## src/rtl/pattern_sweep_pkg.sv

```systemverilog
// Shared types and sizing helpers for the exhaustive pattern sweep checker.
package pattern_sweep_pkg;

    typedef enum logic [1:0] {
        IDLE   = 2'd0,
        APPLY  = 2'd1,
        SAMPLE = 2'd2,
        DONE   = 2'd3
    } sweep_state_e;

    localparam int DEF_NIN  = 4;
    localparam int DEF_PATS = 1 << DEF_NIN;

    function automatic int pattern_count(input int nin);
        return 1 << nin;
    endfunction

    function automatic int settle_width(input int settle);
        return $clog2(settle + 1);
    endfunction

endpackage

```

## src/rtl/sweep_settle_timer.sv

```systemverilog
// Loadable down-counter; last_o flags the final settle cycle of a pattern.
module sweep_settle_timer
    import pattern_sweep_pkg::*;
#(
    parameter int SETTLE = 1,
    parameter int W      = settle_width(SETTLE)
) (
    input  logic clk_i,
    input  logic rst_n_i,
    input  logic load_i,
    input  logic en_i,
    output logic last_o
);

    logic [W-1:0] cnt_q;
    logic [W-1:0] cnt_d;

    always_comb begin
        cnt_d = cnt_q;
        if (load_i) begin
            cnt_d = W'(SETTLE);
        end else if (en_i && (cnt_q != '0)) begin
            cnt_d = cnt_q - W'(1);
        end
    end

    always_ff @(posedge clk_i or negedge rst_n_i) begin
        if (!rst_n_i) begin
            cnt_q <= '0;
        end else begin
            cnt_q <= cnt_d;
        end
    end

    assign last_o = (cnt_q == W'(1));

endmodule

```

## src/rtl/pattern_sweep_capture.sv

```systemverilog
// Drives all 2^NIN patterns, captures the single-bit response into a truth
// table and reports the lowest pattern whose response differs from golden.
module pattern_sweep_capture
    import pattern_sweep_pkg::*;
#(
    parameter int NIN    = 4,
    parameter int SETTLE = 1
) (
    input  logic                      CK,
    input  logic                      reset_n,
    input  logic                      start,
    input  logic [(1 << NIN)-1:0]     golden,
    output logic [NIN-1:0]            N,
    input  logic                      dut_out,
    output logic                      busy,
    output logic                      done,
    output logic [(1 << NIN)-1:0]     truth,
    output logic                      mismatch,
    output logic [NIN-1:0]            first_fail
);

    localparam int PATS = pattern_count(NIN);

    sweep_state_e      state_q, state_d;
    logic [NIN-1:0]    n_q, n_d;
    logic [PATS-1:0]   golden_q, golden_d;
    logic [PATS-1:0]   truth_q, truth_d;
    logic              mismatch_q, mismatch_d;
    logic [NIN-1:0]    first_fail_q, first_fail_d;
    logic              busy_q, busy_d;
    logic              done_q, done_d;

    logic              timer_load;
    logic              timer_en;
    logic              timer_last;
    logic              last_pattern;

    assign last_pattern = &n_q;

    // Reload on sweep start and whenever another pattern follows a sample.
    assign timer_load = ((state_q == IDLE) && start) ||
                        ((state_q == SAMPLE) && !last_pattern);
    assign timer_en   = (state_q == APPLY);

    sweep_settle_timer #(
        .SETTLE (SETTLE)
    ) u_timer (
        .clk_i   (CK),
        .rst_n_i (reset_n),
        .load_i  (timer_load),
        .en_i    (timer_en),
        .last_o  (timer_last)
    );

    always_comb begin
        state_d      = state_q;
        n_d          = n_q;
        golden_d     = golden_q;
        truth_d      = truth_q;
        mismatch_d   = mismatch_q;
        first_fail_d = first_fail_q;
        busy_d       = busy_q;
        done_d       = 1'b0;

        case (state_q)
            IDLE: begin
                if (start) begin
                    golden_d     = golden;
                    truth_d      = '0;
                    mismatch_d   = 1'b0;
                    first_fail_d = '0;
                    n_d          = '0;
                    busy_d       = 1'b1;
                    state_d      = APPLY;
                end
            end
            APPLY: begin
                if (timer_last) begin
                    state_d = SAMPLE;
                end
            end
            SAMPLE: begin
                truth_d[n_q] = dut_out;
                // Patterns ascend, so the first recorded failure is the lowest.
                if ((dut_out != golden_q[n_q]) && !mismatch_q) begin
                    mismatch_d   = 1'b1;
                    first_fail_d = n_q;
                end
                if (last_pattern) begin
                    done_d  = 1'b1;
                    state_d = DONE;
                end else begin
                    n_d     = n_q + NIN'(1);
                    state_d = APPLY;
                end
            end
            DONE: begin
                busy_d  = 1'b0;
                n_d     = '0;
                state_d = IDLE;
            end
            default: begin
                state_d = IDLE;
            end
        endcase
    end

    always_ff @(posedge CK or negedge reset_n) begin
        if (!reset_n) begin
            state_q      <= IDLE;
            n_q          <= '0;
            golden_q     <= '0;
            truth_q      <= '0;
            mismatch_q   <= 1'b0;
            first_fail_q <= '0;
            busy_q       <= 1'b0;
            done_q       <= 1'b0;
        end else begin
            state_q      <= state_d;
            n_q          <= n_d;
            golden_q     <= golden_d;
            truth_q      <= truth_d;
            mismatch_q   <= mismatch_d;
            first_fail_q <= first_fail_d;
            busy_q       <= busy_d;
            done_q       <= done_d;
        end
    end

    assign N          = n_q;
    assign busy       = busy_q;
    assign done       = done_q;
    assign truth      = truth_q;
    assign mismatch   = mismatch_q;
    assign first_fail = first_fail_q;

endmodule

```

## config.mk

```make
export PLATFORM = sky130hd
export DESIGN_NAME = pattern_sweep_capture
export DESIGN_NICKNAME = d
export VERILOG_FILES = /design/src/rtl/pattern_sweep_pkg.sv /design/src/rtl/sweep_settle_timer.sv /design/src/rtl/pattern_sweep_capture.sv
export SDC_FILE = /design/constraint.sdc
export NUM_CORES = 1
export LEC_CHECK = 0
export ABC_CLOCK_PERIOD_IN_PS = 2800
export CORE_MARGIN = 3
export CORE_UTILIZATION = 35
export DETAILED_ROUTE_END_ITERATION = 12
export DONT_BUFFER_PORTS = 1
export HOLD_SLACK_MARGIN = 0.05
export SLEW_MARGIN = 10
export SYNTH_ARGS = -nofsm -noshare
export SYNTH_HDL_FRONTEND = slang
export SYNTH_SLANG_ARGS = --single-unit
```

## constraint.sdc

```tcl
create_clock -name CK -period 2.8 [get_ports CK]
set_input_delay 0.56 -clock CK [delete_from_list [all_inputs] [get_ports CK]]
set_output_delay 0.56 -clock CK [all_outputs]
set_load 0.005 [all_outputs]
```

==> results.txt <==
Outcome: complete, no violations
Initial Util: 36.3%
Core Region: 0.00639 mm^2
CP Data Required Time: 2.99 ns
Row count: 29
Peak VDD IR: 451 uV
Worst Tran Pin Value: 0.695 ns
Final Util: 39.3%
H-tree levels: 2
Count of cell types in the netlist: 35
Post-synth EDFFs: 0
Placer Congestion: 0.826
Vias per Instance: 5.56
Total GRT Usage: 14.4%
Crit path from: N[1]
Syn Nets: 247
Most used DFF post-synth: dfrtp_1
Critical Path End Type: register
N_diodes: 0
Peak Freq: 462 MHz
# DRC: 0
IO Count: 47
Cells after Synth: 218
Met3 Usage GRT: 5.49%
Placed inst area: 0.00239 mm^2
Ys Warns: 0
Pins over their slew limit: 0
Synth area leaders: dfrtp_1 (50%), o21ai_0 (8.2%), mux2_2 (7.8%)
TritonCTS Sinks: 46
Avg Cell Area, Syn: 10.6 um^2
M2 GR Usage: 22.9%
Crit Path Category: reg -> reg
Share of cells above drive strength 1: 15.5%
CTS tree: done
Setup Viol. Count Final: 0
R2r startpoint: N[1]
Flop-to-flop setup slack: 0.64 ns
Total negative setup slack: 0 ns
Die ar.: 0.00764 mm^2
Total CTS buffers: 5
Critical path data arrival time: 2.35 ns
Post-Syn Area: 0.00232 mm^2
First-pass GRT wire length: 8.56 mm
Post-synthesis async set-or-reset flop share: 100%
Worst-path clk slew: 0.08 ns
Finished Cell Area: 0.00251 mm^2
Most frequent cells in the layout: dfrtp_1 (46), o21ai_0 (38), a21oi_1 (20), nand2_1 (17), mux2_2 (16)
Fin worst setup slack: 0.638 ns
Layer carrying the most global-route usage: met2
Total global routing overflow: 0
Fin crit share: 77.2%
Layout Area Growth over Synthesis: 8.25%
1st-iter DRT viols: 150
R2R cell count: 5
FF+latch count, synth: 46
Initial antenna violation count: 0
Final ANT Viol Nets: 0
Share of the synthesized area in the top cell type: 49.6%
Reg2reg end: first_fail[3]
Slew HR: 53.7%
Post-CTS Repair Setup Buffers: 0
MaxCap Viol Count: 0
Die height: 87.4 um
HP Class: in -> async
Pre-antenna DRT Iters: 4
CTS root buffer: clkbuf_8
Post-Place Worst Slack: 0.633 ns
Worst setup path end: first_fail[3]
DPL Wire Length: 3.82 mm
Clock latency on the worst-skew pair: 0.30 ns
Critical-path maximum fanout: 9
Commonest non-fill, non-tap cell in the layout: dfrtp_1
FILL cells: 648
Largest net degree at the start of global routing: 47
Clock Skew: 0.00689 ns
P_leak: 0.00108 uW
Largest area contributor in the netlist: dfrtp_1
Final Hold Viols: 0
Final wirelength: 5.24 mm
Clk buf depth: 2
Vias in the first global route: 1701
Power per cell area: 940 mW/mm^2
Hold_ws: 0.102 ns
Startpoint Class: register
Final nets: 247
Port buffer count: 0
Register area share after synthesis: 49.6%
Global Route met1 Usage: 17.9%
Unrepaired setup endpoints after global routing: false
Via count of the routed design: 1646
Die X: 87.4 um
Wire length per cell: 17.7 um
Crit path time final: 2.16 ns
per-layer routing:
metal | share of wire [%] | vias up
met2 | 47 | 47
met4 | 0.84 | 0
li1 | - | 791
met1 | 44 | 804
met3 | 8.1 | 4
met5 | 0 | -
layout make-up:
| cell class | count | area, um^2 | area share, % |
|---|---|---|---|
| Sequential cell | 46 | 1150 | 45.8 |
| Multi-Input combinational cell | 151 | 1080 | 43.0 |
| Tap cell | 77 | 96.3 | 3.84 |
| Clock buffer | 7 | 86.3 | 3.44 |
| Timing Repair Buffer | 5 | 57.6 | 2.29 |
| Inverter | 9 | 33.8 | 1.35 |
| Clock inverter | 1 | 5.00 | 0.199 |
stage by stage:
step | cells | total power [uW]
floorplan | 218 | 1730
global placement | 287 | 1940
detailed placement | 287 | 1960
CTS | 296 | 2400
global route | 296 | 2550
finish | 296 | 2360
kinds of logic (layout without fill, tap and decap cells):
group	Yosys count	in the layout	synth area share, %
AOI/OAI and AO/OA	73	73	17.9
buffers and inverters	21	22	3.78
DFF	46	46	49.6
muxes	29	29	15.2
adders and majority gates	9	9	4.85
and+or+nand+nor	40	40	8.68
worst min-delay path by stage:
stage,start,end,slack [ns],depth (start not counted)
global placement,reset_n,golden_q[12],0.27,0
global route,reset_n,golden_q[3],0.10,1
finish,reset_n,truth[13],0.10,1
detailed placement,reset_n,golden_q[10],0.27,0
floorplan,reset_n,N[0],0.26,0
CTS,reset_n,golden_q[4],0.10,1
worst max-delay path, stage by stage, from the launching register on:
cell	delay, ns
dfrtp_1	0.61
mux2i_1	0.14
mux4_2	0.52
mux2i_4	0.23
and2_4	0.21
a311o_1	0.34
state kept, by name, summed over array words and instances, names as in the netlist:
register and count:
mismatch 1, done 1, golden_q 16, state_q 2, busy 1, N 4, first_fail 4, truth 16
u_timer.last_o 1
repair_timing:
item / in CTS / in global routing
hold buffers: 1 / 0
hold endpoints to repair: 46 / 0
resized for setup: 0 / 0
endpoints found under the setup margin: 0 / 0
Yosys cell counts (2+ instances only):
| cell type | n |
|---|---|
| mux2i_1 | 9 |
| dfrtp_1 | 46 |
| nor3_1 | 3 |
| nand2_1 | 17 |
| inv_1 | 9 |
| nand3_1 | 2 |
| nand2b_1 | 2 |
| ha_1 | 9 |
| mux2_2 | 16 |
| nor3b_1 | 2 |
| and2_1 | 2 |
| mux4_2 | 2 |
| nor2b_1 | 2 |
| o21ai_0 | 38 |
| clkbuf_1 | 10 |
| a22o_1 | 3 |
| and3_1 | 2 |
| a21oi_1 | 20 |
| o31ai_1 | 2 |
| nor2_1 | 2 |
| o311ai_0 | 3 |
| a21o_1 | 2 |
| nand4_1 | 3 |
report_power, final:
group | total (uW) | switching, uW | leakage, uW | internal [uW]
combinational | 913 | 491 | 0.000434 | 422
clock | 412 | 213 | 0.0000482 | 199
sequential | 1040 | 173 | 0.000593 | 863
No activity file was read; power rests on OpenSTA's default activity.
==> patch: new RTL, same settings <==
Change the parameter `NIN` from 4 to 2.
--- a/src/rtl/pattern_sweep_capture.sv
+++ b/src/rtl/pattern_sweep_capture.sv
@@ -5,3 +5,3 @@
 #(
-    parameter int NIN    = 4,
+    parameter int NIN    = 2,
     parameter int SETTLE = 1
Ports: changed (resized N, first_fail, golden and truth); port bits go from 47 to 19. No check against the original RTL was run, so the function may have changed too.
==> patch against the unedited design <==
- global-route usage decreased by 3.3 points
- cell area fell by 63%
- routed wire length is 70% lower
- highest routed layer unchanged
- largest cell class unchanged
- non-clock buffer count shrank 4
- synthesized cell count down 67%
- setup slack gained 0.53 ns
- critical path type unchanged
- sequential cell count shrank 28
- area after synthesis fell by 63%
- sequential share of layout area grew 2.2 points
- count of clock-buffer cells in the layout down 3
- cell count down 66%
- clock power is 60% lower
- via count down 68%
- total power down 60%
==> patch: results <==
[run_status]
status = "completed"

[cts]
insertion_delay_ns = 0.29
clockBufferDepth = 2
postCtsSetupRepairBufs = 0
htree_num_levels = 1
cts_root_buf = "clkbuf_4"
clk_pin_slew_ns = 0.11
cts_made_buffers = 3

[global_routing]
grt_max_degree = 19
grt_use_total = 0.111
grt_pass1_vias = 540
met2_usage = 0.159
met1_usage = 0.148
grt_pass1_wl_um = 2710
use_met3 = 0.0557

[power]
ir_worst_vdd_uv = 461
pg_seq_uw = 473
p_leak_nw = 0.420
finalPower_uw = 933
intPower_uw = 599

[drt]
wl_met2_um = 710
wl_met1_um = 734
dr_wl_met3_um = 109
route.vias.total = 533
wl_um = 1570
first_iter_violations = 18

[setup_path]
worst_path_max_delay_cell = "mux4_2"
slowest_delay_ns = 0.56
crit_fanout = 7
arrival_ns = 1.85
crit_family = "multiplexers"

[hold_path]
hold_path_class = "in2reg"

[placement]
dp_slack_ns = 1.18
dp.cells = 97
dp_hpwl_um = 1170
dpl-instance-area_sq_um = 892
place.gp.congestion = 0.691

[sta]
slew_headroom = 0.471
clock_skew_ns = 0.00226

[synthesis]
synthesis.nets = 83
synth_cell_types = 25
ys_seq_area_frac = 0.521
ys_top_cells_by_area = "dfrtp_1 (52%), mux2_2 (6.5%), ha_1 (5.8%), mux2i_1 (5.8%), o21ai_0 (3.5%)"
synth_mux_area_frac = 0.165
synth_fa_ha_area_frac = 0.0579
synth_compound_area_frac = 0.122
synthCells = 71
synth_commonest_cells = "dfrtp_1 (18), o21ai_0 (6), inv_1 (5), mux2_2 (5), mux2i_1 (5)"
synth_xor_area_frac = 0.0101

[cells_and_area]
stdcell_count = 102
final_nets = 87
drive_above_1_share = 0.189
==> patch: changes by cell type in the layout (fill, tap and decap cells not counted), sizes merged, moves of 4 or more <==
cell,change
a21oi,-17
buf,-5
dfrtp,-28
ha,-5
inv,-4
mux2,-11
mux2i,-5
nand2,-14
o21ai,-32
==> patch: layout make-up <==
cell class                 count  area, sq um
timing repair buffer           1         10.0
clock buffer                   4         36.3
inverter                       5         18.8
tap                           28         35.0
multi-input combinational     46          388
sequential                    18          450
fill                         216         1340
==> patch: final timing paths <==
path | start | end | slack, ns | depth (start not counted)
hold reg to reg | u_timer.last_o | state_q[0] | 0.51 | 1
setup reg to reg | N[0] | first_fail[1] | 1.17 | 3
min in group asynchronous | reset_n | truth[1] | 0.78 | 1
max in group asynchronous | reset_n | mismatch | 1.53 | 1
hold / removal | dut_out | truth[3] | 0.40 | 1
setup / recovery | N[0] | first_fail[1] | 1.17 | 3
